===== config.mk =====
export PLATFORM = sky130hd
export DESIGN_NAME = hazard_ctrl
export DESIGN_NICKNAME = d
export VERILOG_FILES = /design/src/rtl/hazard_ctrl_pkg.sv /design/src/rtl/hazard_ctrl_sat_counter.sv /design/src/rtl/hazard_ctrl.sv
export SDC_FILE = /design/constraint.sdc
export NUM_CORES = 1
export LEC_CHECK = 0
export BUFFER_PORTS_ARGS = -buffer_cell sky130_fd_sc_hd__buf_2
export CORE_UTILIZATION = 40
export CTS_CLUSTER_SIZE = 14
export DETAILED_ROUTE_END_ITERATION = 12
export PLACE_DENSITY = 0.67
export SLEW_MARGIN = 20
export SYNTH_ARGS = -nofsm -noshare
export SYNTH_HDL_FRONTEND = slang
export SYNTH_SLANG_ARGS = --single-unit

===== constraint.sdc =====
create_clock -name i_clk -period 2.4 [get_ports i_clk]
set_input_delay 0.24 -clock i_clk [delete_from_list [all_inputs] [get_ports i_clk]]
set_output_delay 0.24 -clock i_clk [all_outputs]
set_load 0.02 [all_outputs]

===== src/rtl/hazard_ctrl_pkg.sv =====
// rtl/hazard_ctrl_pkg.sv - shared types and constants for the pipeline hazard controller
package hazard_ctrl_pkg;

    typedef enum logic [1:0] {
        ST_RUN     = 2'd0,
        ST_DM_WAIT = 2'd1,
        ST_DRAIN   = 2'd2
    } state_t;

    localparam logic [4:0] REG_X0    = 5'd0;
    localparam int         CNT_W_DEF = 16;

    // x0 is hardwired to zero, so a load targeting it never creates a dependency
    function automatic logic load_use(
        input logic       mem_read,
        input logic [4:0] rd,
        input logic [4:0] rs1,
        input logic       rs1_used,
        input logic [4:0] rs2,
        input logic       rs2_used
    );
        return mem_read && (rd != REG_X0) &&
               ((rs1_used && (rs1 == rd)) || (rs2_used && (rs2 == rd)));
    endfunction

endpackage


===== src/rtl/hazard_ctrl_sat_counter.sv =====
// rtl/hazard_ctrl_sat_counter.sv - saturating event counter for performance debug
module sat_counter #(
    parameter int CNT_W = 16
) (
    input  logic             i_clk,
    input  logic             i_rst_n,
    input  logic             i_inc,
    output logic [CNT_W-1:0] o_cnt
);

    logic [CNT_W-1:0] r_cnt;

    always_ff @(posedge i_clk or negedge i_rst_n) begin
        if (!i_rst_n) begin
            r_cnt <= '0;
        end else if (i_inc && (r_cnt != {CNT_W{1'b1}})) begin
            r_cnt <= r_cnt + 1'b1;
        end
    end

    assign o_cnt = r_cnt;

endmodule


===== src/rtl/hazard_ctrl.sv =====
// rtl/hazard_ctrl.sv - load-use / redirect / IM drain / DM wait stall and flush controller
module hazard_ctrl
    import hazard_ctrl_pkg::*;
#(
    parameter int CNT_W = CNT_W_DEF
) (
    input  logic             i_clk,
    input  logic             i_rst_n,
    input  logic [4:0]       i_id_rs1_addr,
    input  logic [4:0]       i_id_rs2_addr,
    input  logic             i_id_rs1_used,
    input  logic             i_id_rs2_used,
    input  logic             i_exe_mem_read,
    input  logic [4:0]       i_exe_rd_addr,
    input  logic             i_exe_branch_taken,
    input  logic             i_im_busy,
    input  logic             i_im_valid,
    input  logic             i_mem_req,
    input  logic             i_dm_ready,
    output logic             o_pc_write,
    output logic             o_if_id_write,
    output logic             o_id_exe_write,
    output logic             o_exe_mem_write,
    output logic             o_if_id_flush,
    output logic             o_id_exe_flush,
    output logic             o_mem_wb_bubble,
    output logic             o_im_discard,
    output logic [CNT_W-1:0] o_stall_cnt,
    output logic [CNT_W-1:0] o_flush_cnt
);

    state_t r_state;
    logic   w_dm_wait;
    logic   w_lu;
    logic   w_flush_inc;
    logic   w_stall_inc;

    assign w_dm_wait = i_mem_req && !i_dm_ready;
    assign w_lu      = load_use(i_exe_mem_read, i_exe_rd_addr,
                                i_id_rs1_addr, i_id_rs1_used,
                                i_id_rs2_addr, i_id_rs2_used);

    always_ff @(posedge i_clk or negedge i_rst_n) begin
        if (!i_rst_n) begin
            r_state <= ST_RUN;
        end else begin
            case (r_state)
                ST_DRAIN: begin
                    if (i_im_valid) begin
                        r_state <= w_dm_wait ? ST_DM_WAIT : ST_RUN;
                    end
                end
                // DM_WAIT with DM_ready behaves exactly like RUN in that cycle
                default: begin
                    if (w_dm_wait) begin
                        r_state <= ST_DM_WAIT;
                    end else if (i_exe_branch_taken && i_im_busy && !i_im_valid) begin
                        r_state <= ST_DRAIN;
                    end else begin
                        r_state <= ST_RUN;
                    end
                end
            endcase
        end
    end

    always_comb begin
        o_pc_write      = 1'b1;
        o_if_id_write   = 1'b1;
        o_id_exe_write  = 1'b1;
        o_exe_mem_write = 1'b1;
        o_if_id_flush   = 1'b0;
        o_id_exe_flush  = 1'b0;
        o_mem_wb_bubble = 1'b0;
        o_im_discard    = 1'b0;
        w_flush_inc     = 1'b0;

        case (r_state)
            ST_DRAIN: begin
                o_pc_write    = 1'b0;
                o_if_id_write = 1'b0;
                o_if_id_flush = 1'b1;
                o_im_discard  = i_im_valid;
                if (w_dm_wait) begin
                    o_exe_mem_write = 1'b0;
                    o_mem_wb_bubble = 1'b1;
                end
            end
            default: begin
                if (w_dm_wait) begin
                    o_pc_write      = 1'b0;
                    o_if_id_write   = 1'b0;
                    o_id_exe_write  = 1'b0;
                    o_exe_mem_write = 1'b0;
                    o_mem_wb_bubble = 1'b1;
                end else if (i_exe_branch_taken) begin
                    // squashes the ID instruction, so any load-use on it is moot
                    o_if_id_flush  = 1'b1;
                    o_id_exe_flush = 1'b1;
                    w_flush_inc    = 1'b1;
                end else if (w_lu) begin
                    o_pc_write     = 1'b0;
                    o_if_id_write  = 1'b0;
                    o_id_exe_flush = 1'b1;
                end
            end
        endcase

        if (!i_rst_n) begin
            o_pc_write      = 1'b0;
            o_if_id_write   = 1'b0;
            o_id_exe_write  = 1'b0;
            o_exe_mem_write = 1'b0;
            o_if_id_flush   = 1'b0;
            o_id_exe_flush  = 1'b0;
            o_mem_wb_bubble = 1'b0;
            o_im_discard    = 1'b0;
            w_flush_inc     = 1'b0;
        end
    end

    assign w_stall_inc = !o_pc_write;

    sat_counter #(.CNT_W(CNT_W)) u_stall_cnt (
        .i_clk   (i_clk),
        .i_rst_n (i_rst_n),
        .i_inc   (w_stall_inc),
        .o_cnt   (o_stall_cnt)
    );

    sat_counter #(.CNT_W(CNT_W)) u_flush_cnt (
        .i_clk   (i_clk),
        .i_rst_n (i_rst_n),
        .i_inc   (w_flush_inc),
        .o_cnt   (o_flush_cnt)
    );

endmodule


=== Word-level counts from Yosys, hierarchy flattened ===
Cells that the tools add are included.

* Add/sub/neg operators: 2
* Equal/unequal tests: 6
* Muxes and demuxes: 29
* Reductions and logical operators: 14

{| class="wikitable"
|+ Operators by type and width
! operator !! count
|-
| adder 16 x 1 -> 16 bit (second input constant) || 2
|-
| inequality test 16 bit (second input constant) || 2
|-
| 2-to-1 mux 1 bit || 25
|-
| equality test 5 bit || 2
|-
| logical AND 1 bit || 9
|-
| 2-to-1 mux 2 bit || 4
|-
| nonzero test 5 bit || 1
|-
| logical NOT 1 bit || 3
|-
| equality test 2 bit (second input constant) || 1
|-
| inequality test 2 bit (second input constant) || 1
|-
| logical OR 1 bit || 1
|}

* Bits in registers: 34
* Bits of input ports: 25
* Output and inout port bits: 40
* Logic and storage cells: 54

=== Longest topological paths before layout ===
Gate-level depths: netlist (run 1).

* Depth after elaboration: 11
* Gate-level depth with buffers: 8
* Mapped depth without buffers: 7

=== Hierarchy ===
From an unflattened synthesis (run 1), not the netlist that was laid out.

* Cell total of the unflattened synthesis: 185
* Area total of the unflattened synthesis: 2024.4 um2

{| class="wikitable"
|+ Modules (own cells, without submodules)
! module !! instances !! cells an instance !! area an instance (um2) !! seq. area each (um2)
|-
| sat_counter || 2 || 72 || 859.6 || 400.4
|-
| hazard_ctrl || 1 || 41 || 305.3 || 50.0
|}

=== Least setup slack after synthesis (run 1) ===
No wires, ideal clock.

* Path type: flip-flop to flip-flop
* Start: register u_stall_cnt.r_cnt[7] (netlist: u_stall_cnt.o_cnt[7])
* End: register u_stall_cnt.r_cnt[4] (netlist: u_stall_cnt.o_cnt[4])
* Setup time: 0.080 ns
* Arrival: 1.955 ns
* Required time: 2.320 ns
* Path slack: 0.365 ns
* Cell stages (with the launch flop): 9
* Buffers on the path: 2
* Clock period less this slack: 2.035 ns
* Cell sequence: dfrtp_1 and4_1 and3_1 and3_1 and3_1 clkbuf_1 buf_6 nor4b_1 xor2_1

* Cells in the longest elaborated chain, start to end: 2

{| class="wikitable"
|+ RTL lines
! element !! line !! text
|-
| from (decl) || hazard_ctrl_sat_counter.sv:11 || <nowiki>logic [CNT_W-1:0] r_cnt;</nowiki>
|-
| from (signal assigned) || hazard_ctrl_sat_counter.sv:17 || <nowiki>r_cnt <= r_cnt + 1'b1;</nowiki>
|-
| inequality test 16 bit || hazard_ctrl_sat_counter.sv:16 || <nowiki>end else if (i_inc && (r_cnt != {CNT_W{1'b1}})) begin</nowiki>
|-
| logical AND 1 bit || hazard_ctrl_sat_counter.sv:16 ||
|}

Every way passes these cells.
A chain may end at the register's enable or synchronous reset.

=== Final worst setup path (run 1) ===
* Start: register u_stall_cnt.r_cnt[7] (netlist: u_stall_cnt.o_cnt[7])
* End: register u_stall_cnt.r_cnt[1] (netlist: u_stall_cnt.o_cnt[1])

Same word-level chain as after synthesis.

==> metrics, run 1 <==
clock skew=just over 6 ps; first drt pass iteration count=4; crit path max fanout=14; port buffer count=between 60 and 70; initial drt markers=45; worst slew pin tran=598.7 ps; unrepaired setup endpoints after global routing=false; die area=approximately 4700 sq um; residual DRC count=0; first-pass GRT wire length=6.072 mm; Max Slew Vio Count=0; vias in the first global route=between 1k and 1.5k; xor/xnor cell area share of the yosys netlist=a little under a fifth; GR Overflow Total=0; Avg Cell Area, Syn=roughly 11 sq um; Synthesis Warnings=0; Critical Path AT=2320 ps; LEAKAGE=roughly 1.1 nW; Post-Syn Area=roughly 1800 sq um; Via density=just over 5; Setup TNS Final=0 ps; most common cell after layout, fill and taps aside=buf_2; synth top area cells=dfrtp_1 48%, xor2_1 13%, xnor2_1 5.9%; fin crit share=~90%; CTS H-tree depth=2; critical path class=reg -> reg; layout cells sized above 1=between 30 and 40%; Final Setup Violations=0; CP required=between 2000 and 3000 ps; Starting Density=43.12%; Detailed Place HPWL=~2.8 mm; Final Routed Wirelength=3.789 mm; Netlist cell types=32; # hold bufs at CTS=0; most frequent cells in the layout=64 x buf_2, 34 x dfrtp_1, 27 x xor2_1; pin count of the biggest net entering global routing=37; gpl congestion=approximately 0.75; largest family of logic cells by synthesized area=simple AND/OR/NAND/NOR gates; Worst slew margin=between 60% and 70%; post-cts resize count=0; post-route minimum period=around 2200 ps; status=completed; Setup Fix Bufs, Post-CTS=0; pwr dens=a little under 900 nW/um^2; cell taking the most area after synthesis=dfrtp_1; mux cell area share after synthesis=around 1.9%; Die H=68.84 microns; Die X=roughly 70 microns; placed cells=approximately 280; Rows=23; core area=approximately 4100 sq um; vias post-DR=approximately 1.5k; Startpoint Class=flip-flop; Hold Slack=9.460 ps; Area Overhead vs Synth=25.21%; fin cells=290; mean routed wirelength per cell=13.07 microns; Ant. Diodes=0; RR Startpoint=u_stall_cnt.o_cnt[7]; final antenna-violating net count=0; Worst-Skew Late Latency=approximately 280 ps; Compound-Gate Fraction of Synth Area=~3.6%; clk sink count=34; CTS max path bufs=2; crit path launch=u_stall_cnt.o_cnt[7]; Fin. Hold Viols=0; Hold Path Class=in -> async; top cell type's share of synthesized area=between 40% and 50%; Root Buffer=clkbuf_8; Mapped Nets=197; adder-cell share of the synthesized area=under 10%; io pins=65; total of max-cap violations=0; f_max=~460 MHz; Final Net Count=roughly 270; Clock transition at path regs=roughly 70 ps; number of synthesized register bits=34; sequential area share after synthesis=between 40% and 50%; Crit. End Element=flip-flop; GRT Util Overall=between 15 and 20%; cts bufs inserted=5; CTS tree=yes; VDD IR-drop max=~0.00044 V; initial antenna violation count=0; gate count of the mapped netlist=170; simple logic cell fraction of the synthesized area=a little under a quarter
==> logic make-up (layout without fill, tap and decap cells) <==
kind of cell	count (synthesis)	after routing
AOI/OAI and AO/OA	10	10
xor gates and xnor gates	39	39
adders and majority gates	2	2
buffers and inverters	7	77
DFF	34	34
muxes	3	3
and+or+nand+nor	75	75
==> stage by stage <==
| step | cell area (sq um) | worst slack (ps) | utilization, % | total power [mW] |
|---|---|---|---|---|
| 3_5_place_dp | 2158 | 274.6 | 52.08 | 1.608 |
| 3_3_place_gp | 2158 | 311.1 | 52.08 | 1.597 |
| 2_1_floorplan | 1787 | 365.1 | - | 1.345 |
| 5_1_grt | 2237 | 89.04 | 53.99 | 2.119 |
| 6_report | 2237 | 248.2 | 53.99 | 1.981 |
| 4_1_cts | 2237 | 264.5 | 53.99 | 2.006 |
==> synth_stat cells <==
cell type   n
nor2_1     13
nor3_1      7
mux2_2      3
nor4_1      1
nor3b_1     1
nor2b_1     1
o21ai_0     1
and3_1      5
a21oi_1     4
o31a_1      1
nor4_2      3
nand2b_1    2
and4_1      2
a31oi_1     1
nand4_1     6
buf_4       1
clkbuf_1    1
or4_1       1
inv_1       3
dfrtp_1    34
ha_1        2
xor2_1     27
nand3_1    12
a32oi_1     1
nor4b_1     4
nand2_1    15
and2_0      1
xnor2_1    12
o21a_1      1
nor4_4      1
buf_6       2
a211oi_1    1
==> worst max-delay path: stages, from the launching register on <==
cell,delay (ps)
dfrtp_1,420
and4_1,250
and3_1,200
and3_1,170
and3_1,540
nor2_1,150
mux2_2,300
==> layer usage <==
layer,vias up,global-route usage [%],part of all wire (%)
met5,-,0,0
met4,0,8.163,2.1
met3,7,5.099,6.9
met2,45,28.06,47
met1,695,23.17,44
li1,727,-,-
==> report_power, final <==
group	internal [mW]	total [mW]	switching, mW
clock network	0.194	0.390	0.196
logic	0.280	0.699	0.419
registers	0.722	0.892	0.170
==> layout make-up <==
class | count | area, sq um
inverter | 3 | 11.26
timing repair buffer | 67 | 342.8
clock buffer | 5 | 68.82
tap | 50 | 62.56
sequential | 34 | 850.8
fill | 425 | 1907
clock inverter | 2 | 10.01
multi-input combinational | 129 | 890.9
==> path summary, 6_finish.rpt <==
kind	to	slack, ps	depth (start not counted)
worst max-delay path	u_stall_cnt.o_cnt[1]	250	6
worst min-delay path	r_state[1]	9	2
worst max register to register	u_stall_cnt.o_cnt[1]	250	6
worst min register to register	u_stall_cnt.o_cnt[5]	480	1
max in group asynchronous	u_flush_cnt.o_cnt[10]	2080	2
min in group i_clk	r_state[1]	140	2
==> state kept, by name, summed over array words and instances, names as in the netlist <==
signal             flops
u_stall_cnt.o_cnt     16
u_flush_cnt.o_cnt     16
r_state                2
No activity file was read; power rests on OpenSTA's default activity.
==> run 2: changes to the inputs <==
--- a/config.mk
+++ b/config.mk
@@ -9,6 +9,7 @@
 export CORE_UTILIZATION = 40
 export CTS_CLUSTER_SIZE = 14
 export DETAILED_ROUTE_END_ITERATION = 12
+export MAX_ROUTING_LAYER = met4
 export PLACE_DENSITY = 0.67
 export SLEW_MARGIN = 20
 export SYNTH_ARGS = -nofsm -noshare
==> run 2 against run 1 <==
Combinational power barely moved. Register-to-register slack improved by 20 ps. Critical path type unchanged. Die area stayed put. Clock-buffer cell count is the same. Utilization unchanged. Clock power about the same. Critical endpoint unchanged. Maximum frequency is 0.77% higher. Final area is the same. Non-clock buffer count unchanged. Clock skew hardly changed.
==> metrics, run 2 (synthesized netlist as in run 1, its figures left out) <==
Final Util=around 54%; pwr dens=between 800 and 900 nW/um^2; Hold Slack=between 9 and 10 ps; Max Slew Vio Count=0; vias post-DR=around 1.5k; Startpoint Class=flip-flop; Final Net Count=267; residual DRC count=0; met3 usage=5.099%; Via density=5.083; clock skew=slightly above 6 ps; # hold bufs at CTS=0; Area Overhead vs Synth=25.21%; Rows=23; first drt pass iteration count=4; Detailed Place HPWL=2.845 mm; CP required=roughly 2600 ps; Critical Path AT=roughly 2300 ps; Clock transition at path regs=about 70 ps; unrepaired setup endpoints after global routing=false; met1 GRT Util=about a quarter; Worst slew margin=60.87%; Root Buffer=clkbuf_8; CTS tree=yes; Setup Fix Bufs, Post-CTS=0; GR Overflow Total=0; critical path class=reg -> reg; total of max-cap violations=0; gpl congestion=0.7558; Final Routed Wirelength=approximately 3.8 mm; status=completed; Fin. Hold Viols=0; mean routed wirelength per cell=between 10 and 15 microns; Reg2Reg Depth=6; CTS H-tree depth=2; PnR Total Power=roughly 2.0 mW; final antenna-violating net count=0; Worst-Skew Late Latency=between 200 and 300 ps; port buffer count=64; worst slew pin tran=587.0 ps; fin crit share=between 80% and 90%; pin count of the biggest net entering global routing=37; most common cell after layout, fill and taps aside=buf_2; most frequent cells in the layout=64 x buf_2, 34 x dfrtp_1, 27 x xor2_1; Final Setup Violations=0; crit path max fanout=14; Crit. End Element=flip-flop; layout cells sized above 1=33.75%; clk sink count=34; Die H=68.84 microns; CTS max path bufs=2; Die X=68.84 microns; Starting Density=a little over two fifths; GR Layer Usage met2=28.06%; post-route minimum period=~2100 ps; GRT Util Overall=between 10% and 20%; first-pass GRT wire length=6.085 mm; initial drt markers=44; LEAKAGE=1.098 nW; die area=about 4700 sq um; Hold Path Class=in -> async; gr busiest metal=met2; VDD IR-drop max=0.0004400 V; post-cts resize count=0; io pins=65; Ant. Diodes=0; core area=approximately 4100 sq um; f_max=around 470 MHz; initial antenna violation count=0; cts bufs inserted=5; vias in the first global route=1358; Setup TNS Final=0 ps
-- run 2: cell counts in the layout (fill, tap and decap cells not counted) --
No cell type changed its count.
-- run 2: layer usage --
metal / wire length [microns] / share of wire, % / up-vias
met5: 0 / 0 / -
met4: 78 / 2.1 / 0
met3: 260 / 6.9 / 7
met2: 1778 / 47 / 45
met1: 1678 / 44 / 697
li1: - / - / 725
-- run 2: worst paths after layout --
check	slack, ps	to	start
worst max-delay path	260	u_stall_cnt.o_cnt[1]	u_stall_cnt.o_cnt[7]
worst min-delay path	9	r_state[1]	i_rst_n
worst max register to register	260	u_stall_cnt.o_cnt[1]	u_stall_cnt.o_cnt[7]
worst min register to register	490	u_stall_cnt.o_cnt[5]	u_stall_cnt.o_cnt[5]
max in group asynchronous	2080	u_flush_cnt.o_cnt[10]	i_rst_n
min in group i_clk	140	r_state[1]	i_im_valid
-- run 2: area by class of cell --
type                    count  area [sq um]
well taps                  50         62.56
multi-input cells         129         890.9
clock inverters             2         10.01
clock buffers               5         68.82
inverters                   3         11.26
repair buffers             67         342.8
flip-flops and latches     34         850.8
fillers                   425          1907
-- run 2: worst max-delay path, cell delays in order (launching register included) --
cell	delay [ps]
dfrtp_1	420
and4_1	240
and3_1	190
and3_1	170
and3_1	540
nor2_1	150
mux2_2	300
-- run 2: metrics by stage --
| step | cell area, sq um | setup slack [ps] | instances |
|---|---|---|---|
| after floorplan | 1787 | 365.1 | 170 |
| after detailed placement | 2158 | 274.6 | 283 |
| after CTS | 2237 | 264.5 | 290 |
| final | 2237 | 264.8 | 290 |
| after global placement | 2158 | 311.1 | 283 |
| after global routing | 2237 | 89.04 | 290 |
-- run 2: power by group --
group,total (mW),internal [mW],switching (mW),leakage [nW]
clock,0.391,0.194,0.196,0.0438
combinational,0.698,0.280,0.418,0.632
sequential,0.891,0.722,0.168,0.421
total,1.98,1.20,0.783,1.10
==> run 3: changes to the inputs <==
--- a/config.mk
+++ b/config.mk
@@ -6,11 +6,10 @@
 export NUM_CORES = 1
 export LEC_CHECK = 0
 export BUFFER_PORTS_ARGS = -buffer_cell sky130_fd_sc_hd__buf_2
-export CORE_UTILIZATION = 40
+export CORE_UTILIZATION = 25
 export CTS_CLUSTER_SIZE = 14
 export DETAILED_ROUTE_END_ITERATION = 12
 export MAX_ROUTING_LAYER = met4
-export PLACE_DENSITY = 0.67
 export SLEW_MARGIN = 20
 export SYNTH_ARGS = -nofsm -noshare
 export SYNTH_HDL_FRONTEND = slang
==> run 3 against run 2 <==
Setup slack got worse by 110 ps. Hold slack improved by 120 ps. Total power increased by 6.4%. Final area increased by 4.8%. Critical path type is now in -> out.
==> metrics, run 3 (synthesized netlist as in run 1, its figures left out) <==
post-route minimum period=roughly 2200 ps; PnR Total Power=2.106 mW; Starting Density=between 20% and 30%; Root Buffer=clkbuf_8; CTS tree=yes; Fin. Hold Viols=0; final worst slack=151.0 ps; crit path max fanout=21; Die H=slightly below 90 microns; residual DRC count=0; die area=7489 sq um; CP required=roughly 2200 ps; most frequent cells in the layout=64 x buf_2, 34 x dfrtp_1, 27 x xor2_1; unrepaired setup endpoints after global routing=false; mean routed wirelength per cell=roughly 12 microns; Die X=between 80 and 90 microns; family with the most delay on the worst path=buffers and inverters; Hold Path Depth=2; first drt pass iteration count=4; first-pass GRT wire length=between 6 and 7 mm; initial drt markers=37; crit path launch=i_rst_n; Area Overhead vs Synth=31.16%; Final Setup Violations=0; Via density=~4.4; pwr dens=between 800 and 900 nW/um^2; CP max stage cell=dlygate4sd3_1; RR Startpoint=u_stall_cnt.o_cnt[8]; status=completed; clk sink count=34; CP Capture Point=o_if_id_write; Critical Path AT=2010 ps; VDD IR-drop max=around 0.00053 V; Hold Path Class=in -> reg; crit-path cells=dlygate4sd3_1 > buf_2 > buf_4 > and3_1 > o31a_1 > buf_4 > buf_2; Clock transition at path regs=around 70 ps; cts bufs inserted=5; layout cells sized above 1=roughly a third; gpl congestion=0.8080; Worst-Skew Late Latency=between 200 and 300 ps; worst slew pin tran=around 600 ps; FILL cells=roughly 740; io pins=65; Rows=30; core area=6832 sq um; Final Util=34.30%; f_max=between 400 and 500 MHz; Final Routed Wirelength=~4 mm; GR Overflow Total=0; CTS max path bufs=2; most common cell after layout, fill and taps aside=buf_2; WP depth=7; Hold Slack=130.5 ps; CP max stage delay=approximately 560 ps; Setup TNS Final=0 ps; worst reg2reg path endpoint=u_stall_cnt.o_cnt[1]; vias post-DR=about 1.5k; Ant. Diodes=0; CTS H-tree depth=2; Startpoint Class=input port; vias in the first global route=about 1.4k; critical path class=in -> out; Detailed Place HPWL=3.035 mm; pin count of the biggest net entering global routing=22; Setup Fix Bufs, Post-CTS=0; GRT Util Overall=roughly 11%; Crit. End Element=primary output; Max Slew Vio Count=0; LEAKAGE=between 1 and 1.5 nW; clock skew=between 4 and 5 ps; total of max-cap violations=0; fin crit share=a little over nine tenths; post-place setup slack=~240 ps; r2r setup slk=~210 ps; final antenna-violating net count=0; Worst slew margin=around three fifths; initial antenna violation count=0; port buffer count=64; Worst Path Buf+Inv=5; Reg2Reg Depth=6; Final Net Count=between 200 and 300
## run 3: cell types whose count changed in the layout (fill, tap and decap cells not counted)
cell	delta
clkbuf_8	+3
clkinv_2	-2
dlygate4sd3_1	+1
buf_4	+1
## run 3: report_power, final
group          internal [mW]  total, mW  leakage (nW)  switching [mW]
Sequential             0.722      0.907         0.421           0.185
Combinational          0.282      0.706         0.641           0.425
Clock                  0.290      0.492        0.0575           0.203
## run 3: final cells by class
cell class / instances / area, sq um / area share (%)
multi-input combinational: 129 / 890.9 / 38.01
inverter: 3 / 11.26 / 0.4805
timing repair buffer: 69 / 360.3 / 15.38
tap: 96 / 120.1 / 5.125
clock buffer: 8 / 110.1 / 4.698
sequential: 34 / 850.8 / 36.31
## run 3: layer usage
metal	global-route usage (%)	vias up	share of wire (%)
li1	-	735	-
met1	13.19	694	43
met2	18.47	42	50
met3	3.429	9	4.7
met4	4.545	0	1.9
met5	-	-	0
## run 3: how the worst min path moves through the flow
stage | startpoint | end | slack (ps)
6_report | i_im_valid | r_state[1] | 130
5_1_grt | i_im_valid | r_state[1] | 130
3_5_place_dp | i_rst_n | u_stall_cnt.o_cnt[13] | 250
4_1_cts | i_im_valid | r_state[1] | 120
3_3_place_gp | i_rst_n | u_stall_cnt.o_cnt[15] | 240
2_1_floorplan | i_rst_n | r_state[0] | -60
## run 3: per-stage QoR
stage               instance area, sq um  instances
finish                              2344        339
global route                        2344        339
CTS                                 2344        339
detailed placement                  2223        330
global placement                    2223        330
floorplan                           1787        170
## run 3: repair_timing
action | CTS | global route
resized for setup | 0 | 0
endpoints found under the hold margin | 34 | 0
hold buffers | 1 | 0
